File: src/rtl/display_spi_pkg.sv
// Shared definitions for the display SPI command path: opcodes and sequencer states.
// Pure declarations, no logic or latency of its own.
// Imported by the command sequencer and by host-side models / future read-back logic.
package display_spi_pkg;

    // Opcodes carried in the first byte of each select window.
    localparam logic [7:0] CMD_WRITE  = 8'h01;
    localparam logic [7:0] CMD_BRIGHT = 8'h02;
    localparam logic [7:0] CMD_SWAP   = 8'h03;
    localparam logic [7:0] CMD_CTRL   = 8'h04;

    // Command sequencer states.
    typedef enum logic [2:0] {
        ST_CMD        = 3'd0,
        ST_ADDR_HI    = 3'd1,
        ST_ADDR_LO    = 3'd2,
        ST_DATA       = 3'd3,
        ST_ARG_BRIGHT = 3'd4,
        ST_ARG_CTRL   = 3'd5,
        ST_DISCARD    = 3'd6
    } state_t;

    // Increment that sticks at all-ones instead of wrapping.
    function automatic logic [7:0] sat_inc8(input logic [7:0] v);
        return (v == 8'hFF) ? v : v + 8'd1;
    endfunction

endpackage

File: src/rtl/spi_cmd_ctrl.sv
// Decodes the spi_slave byte stream of one select window into framebuffer writes, swap and control registers.
// Latency: every output is registered and reflects an accepted byte one clk later.
// No backpressure: a byte may arrive every cycle; bytes with ss low are dropped and the window restarts.
module spi_cmd_ctrl
    import display_spi_pkg::*;
#(
    parameter int         ADDR_WIDTH   = 11,
    parameter logic [7:0] BRIGHT_RESET = 8'h80
) (
    input  logic                  clk,
    input  logic                  rst,
    input  logic                  ss,
    input  logic [7:0]            rx_data,
    input  logic                  rx_valid,
    output logic                  wr_en,
    output logic [ADDR_WIDTH-1:0] wr_addr,
    output logic [7:0]            wr_data,
    output logic                  swap,
    output logic [7:0]            brightness,
    output logic                  enable,
    output logic [7:0]            err_count
);

    state_t                state_q, state_d;
    logic [7:0]            addr_hi_q, addr_hi_d;
    // Address of the next DATA byte; separate from wr_addr so wr_addr holds between writes.
    logic [ADDR_WIDTH-1:0] ptr_q, ptr_d;

    logic                  wr_en_d;
    logic [ADDR_WIDTH-1:0] wr_addr_d;
    logic [7:0]            wr_data_d;
    logic                  swap_d;
    logic [7:0]            bright_d;
    logic                  enable_d;
    logic [7:0]            err_d;
    logic [15:0]           full_addr;

    assign full_addr = {addr_hi_q, rx_data};

    // Next-state and output decode; ss low always returns to CMD and accepts nothing.
    always_comb begin
        state_d   = state_q;
        addr_hi_d = addr_hi_q;
        ptr_d     = ptr_q;
        wr_en_d   = 1'b0;
        wr_addr_d = wr_addr;
        wr_data_d = wr_data;
        swap_d    = 1'b0;
        bright_d  = brightness;
        enable_d  = enable;
        err_d     = err_count;

        if (!ss) begin
            state_d = ST_CMD;
        end else if (rx_valid) begin
            case (state_q)
                ST_CMD: begin
                    case (rx_data)
                        CMD_WRITE:  state_d = ST_ADDR_HI;
                        CMD_BRIGHT: state_d = ST_ARG_BRIGHT;
                        CMD_CTRL:   state_d = ST_ARG_CTRL;
                        CMD_SWAP: begin
                            swap_d  = 1'b1;
                            state_d = ST_DISCARD;
                        end
                        default: begin
                            err_d   = sat_inc8(err_count);
                            state_d = ST_DISCARD;
                        end
                    endcase
                end
                ST_ADDR_HI: begin
                    addr_hi_d = rx_data;
                    state_d   = ST_ADDR_LO;
                end
                ST_ADDR_LO: begin
                    // Host sends a 16-bit address; only the low ADDR_WIDTH bits are meaningful.
                    ptr_d   = ADDR_WIDTH'(full_addr);
                    state_d = ST_DATA;
                end
                ST_DATA: begin
                    wr_en_d   = 1'b1;
                    wr_addr_d = ptr_q;
                    wr_data_d = rx_data;
                    ptr_d     = ptr_q + ADDR_WIDTH'(1);
                end
                ST_ARG_BRIGHT: begin
                    bright_d = rx_data;
                    state_d  = ST_DISCARD;
                end
                ST_ARG_CTRL: begin
                    enable_d = rx_data[0];
                    state_d  = ST_DISCARD;
                end
                default: begin
                    state_d = state_q;
                end
            endcase
        end
    end

    // State, address working registers and all outputs, with synchronous reset.
    always_ff @(posedge clk) begin
        if (rst) begin
            state_q    <= ST_CMD;
            addr_hi_q  <= 8'h00;
            ptr_q      <= '0;
            wr_en      <= 1'b0;
            wr_addr    <= '0;
            wr_data    <= 8'h00;
            swap       <= 1'b0;
            brightness <= BRIGHT_RESET;
            enable     <= 1'b0;
            err_count  <= 8'h00;
        end else begin
            state_q    <= state_d;
            addr_hi_q  <= addr_hi_d;
            ptr_q      <= ptr_d;
            wr_en      <= wr_en_d;
            wr_addr    <= wr_addr_d;
            wr_data    <= wr_data_d;
            swap       <= swap_d;
            brightness <= bright_d;
            enable     <= enable_d;
            err_count  <= err_d;
        end
    end

endmodule

File: config.mk
export PLATFORM = sky130hd
export DESIGN_NAME = spi_cmd_ctrl
export DESIGN_NICKNAME = d
export VERILOG_FILES = /design/src/rtl/display_spi_pkg.sv /design/src/rtl/spi_cmd_ctrl.sv
export SDC_FILE = /design/constraint.sdc
export NUM_CORES = 1
export LEC_CHECK = 0
export CAP_MARGIN = 30
export CORE_UTILIZATION = 46
export DETAILED_ROUTE_END_ITERATION = 6
export GPL_ROUTABILITY_DRIVEN = 1
export PLACE_DENSITY = 0.78
export SYNTH_ARGS = -nofsm -noshare
export SYNTH_HDL_FRONTEND = slang
export SYNTH_SLANG_ARGS = --single-unit
File: constraint.sdc
create_clock -name clk -period 1.95 [get_ports clk]
set_input_delay 0.39 -clock clk [delete_from_list [all_inputs] [get_ports clk]]
set_output_delay 0.39 -clock clk [all_outputs]
set_load 0.03 [all_outputs]
==> metrics.md <==
| Metric | Value |
|---|---|
| WL/cell | 14.9 um |
| Slew Viols, Final | 0 |
| Synth area leaders | dfxtp_1, a21oi_1, nand2_1 |
| WP data required | 2.15 ns |
| Setup Skew | 0.00771 ns |
| WS Path Type | register to register |
| EDFF count, synth | 0 |
| Register bit total from synthesis | 55 |
| Final Cell Area | 3490 um2 |
| Area of the core | 5170 um2 |
| Initial Util | 48.4% |
| Critical path launch point type | register |
| Sw frac | 24.4% |
| Clk pwr share | 31.2% |
| Place WS | -0.400 ns |
| Max-Cap Viols | 0 |
| Worst setup margin | 0.0115 ns |
| Average cell area after synthesis | 8.63 um2 |
| Total track usage | 24.0% |
| Die Span X | 75.8 um |
| Synth Area in Adders | 1.00% |
| Count of different cell masters after synthesis | 54 |
| Total area of sequential cells | 1110 um2 |
| Synth async-reset ratio | 0% |
| Critical path peak fanout | 6 |
| RSZ-0062 raised after global routing | true |
| Mux contribution to synthesized area | 5.45% |
| Post-Synthesis Cells | 290 |
| Vias in the first global route | 2207 |
| Ys Warns | 0 |
| # setup viols final | 0 |
| Top-count cell post-synth | dfxtp_1 |
| Num CTS Buffers | 5 |
| Row count | 26 |
| Htree depth | 2 |
| P per Cell Area | 561 nW/um2 |
| Worst Hold Slack | 0.458 ns |
| Post-DP HPWL | 4.61 mm |
| Synth Area in Compound Gates | 19.2% |
| Comb pwr share | 10.3% |
| Area growth syn-to-layout | 39.3% |
| Nets | 380 |
| Normalized max-slew margin | 68.0% |
| Largest net degree at the start of global routing | 50 |
| Main flop type after synthesis | dfxtp_1 |
| Area taken by multi-input logic gates | 1340 um2 |
| Seq/Total Area, Yosys | 44.0% |
| Maximum VDD drop | 0.490 mV |
| Maximum clock insertion buffer count | 2 |
| Reg2Reg Setup Slack | 0.01 ns |
| Detailed Route Iter0 Violations | 123 |
| Top cells by count, synth | dfxtp_1, nand2_1, a21oi_1 |
| Post-route ant nets | 0 |
| Crit path cell chain | ha_4, and3_4, a2111o_1, nor4b_2, mux2_2 |
| Final hold violation count | 0 |
| Initial antenna violation count | 0 |
| Post-synth top area share | 44.0% |
| Post-Route WL | 6.53 mm |
| Worst slew pin tran | 0.480 ns |
| Cell area after placement | 3370 um2 |
| Worst path max stage delay | 0.48 ns |
| Crit path DAT | 2.14 ns |
| Yosys top cell by area | dfxtp_1 |
| Period Utilization, post-route | 99.4% |
| Router iterations before antenna repair | 5 |
| First-pass GRT wire length | 10.3 mm |
| CTS tree | built |
| Syn Std Cell Area | 2500 um2 |
| Seq pwr share | 58.5% |
| Max Fclk | 516 MHz |
| Leakage | 1.31 nW |
| Placer Congestion | 0.894 |
| Antenna diodes | 0 |
| DR vias | 2499 |
| Crit-path slowest cell | a2111o_1 |
| Clk Latency, worst-skew pair | 0.31 ns |
| Die Ht | 75.8 um |
| TritonCTS Sinks | 55 |
| Via/cell ratio | 5.72 |
| Root buffer cell | clkbuf_8 |
| Outcome | finished, final reports clean |
| DRC | 0 |
| Mapped Nets | 304 |
| Total die area | 5740 um2 |
| Top-Level Pins | 50 |
| # hold bufs at CTS | 0 |
| Worst-path clk slew | 0.09 ns |
| Net Switching | 476 uW |
| Internal power | 1.48 mW |
| Synth Area in Simple Gates | 25.3% |
| Class of the worst hold path | register to register |
| Fin crit period | 1.94 ns |
| Largest family of logic cells by synthesized area | simple AND/OR/NAND/NOR gates |
| IO Port Bufs | 49 |
| Share of cells above drive strength 1 | 16.9% |
| # fillers | 432 |
| Critical Path End Type | register |
| Xor-xnor portion of the synthesized cell area | 0.700% |
| Grt ovf | 0 |
| Setup total negative slack | 0 ns |
[path summary, 6_finish.rpt]
path	depth (start not counted)	from	end
setup / recovery	5	err_count[1]	err_count[6]
hold / removal	2	wr_data[0]	wr_data[0]
setup reg to reg	5	err_count[1]	err_count[6]
hold reg to reg	2	wr_data[0]	wr_data[0]
[final cells by class]
| cell class | instances | area share [%] |
|---|---|---|
| sequential | 55 | 31.8 |
| inverter | 5 | 0.538 |
| clock inverter | 1 | 0.144 |
| multi-input combinational | 209 | 38.4 |
| timing repair buffer | 90 | 24.4 |
| clock buffer | 7 | 2.19 |
| tap | 70 | 2.51 |
[metrics by stage]
step	cells	util, %	total power, mW
final	437	67.4	1.95
after global routing	437	67.4	2.03
after CTS	436	67.1	1.96
after detailed placement	427	65.1	1.37
after global placement	427	65.1	1.36
after floorplan	290	-	1.27
[critical path: cells and delay by family (launching register included)]
kind,cells,cell delay [ns]
DFF,1,0.36
adders and majority gates,1,0.15
AOI/OAI and AO/OA,1,0.48
and+or+nand+nor,2,0.47
muxes,1,0.37
[registers in the layout, summed over array words and instances, names as in the netlist]
name        count
addr_hi_q       3
brightness      8
enable          1
err_count       8
ptr_q          11
state_q         3
swap            1
wr_addr        11
wr_data         8
wr_en           1
[per-layer routing]
metal | track usage (%) | wire (um) | vias up
met5 | 0 | 0 | -
met4 | 11.5 | 154 | 0
met3 | 3.97 | 328 | 15
met2 | 39.5 | 3100 | 84
met1 | 30.5 | 2950 | 1188
li1 | - | - | 1212
[timing repair]
action | 4_1_cts | 5_1_grt
pin swaps | 1 | 2
gates resized for setup | 8 | 4
setup endpoints to repair | 8 | 9
gates cloned | 0 | 0
buffers inserted | 1 | 1
[logic make-up (layout without fill, tap and decap cells)]
family,after synthesis,after routing
xor+xnor,2,2
mux,13,13
compound gates,76,76
fa+ha+maj,2,2
simple gates,116,116
buf+inv,26,103
flops,55,55
[power groups by stage]
stage	logic, mW	registers, mW	clock network (mW)
2_1_floorplan	0.0878	1.18	0
3_3_place_gp	0.195	1.17	0
3_5_place_dp	0.197	1.17	0
4_1_cts	0.200	1.14	0.618
5_1_grt	0.216	1.15	0.666
6_report	0.202	1.14	0.610
[cells in the final DEF, fill, tap and decap left out, types with 2 or more instances in the layout]
cell type / n
nor2_1: 25
nand3b_1: 2
dfxtp_1: 53
clkbuf_8: 5
or4_1: 4
nand3_1: 8
dfxtp_4: 2
a221oi_1: 2
nand4_1: 5
nand2b_1: 3
nor4_1: 2
mux2i_1: 11
o31ai_1: 4
a211oi_1: 5
o22ai_1: 2
and3_1: 2
or3_1: 3
inv_1: 5
nand2_1: 31
nor2b_1: 12
o22a_1: 6
a21oi_1: 27
and4_1: 4
clkdlybuf4s50_1: 43
a31oi_1: 3
dlymetal6s2s_1: 2
buf_4: 36
buf_12: 4
clkbuf_1: 2
o21ai_0: 17
dlygate4sd2_1: 4
No activity file was read; power rests on OpenSTA's default activity.
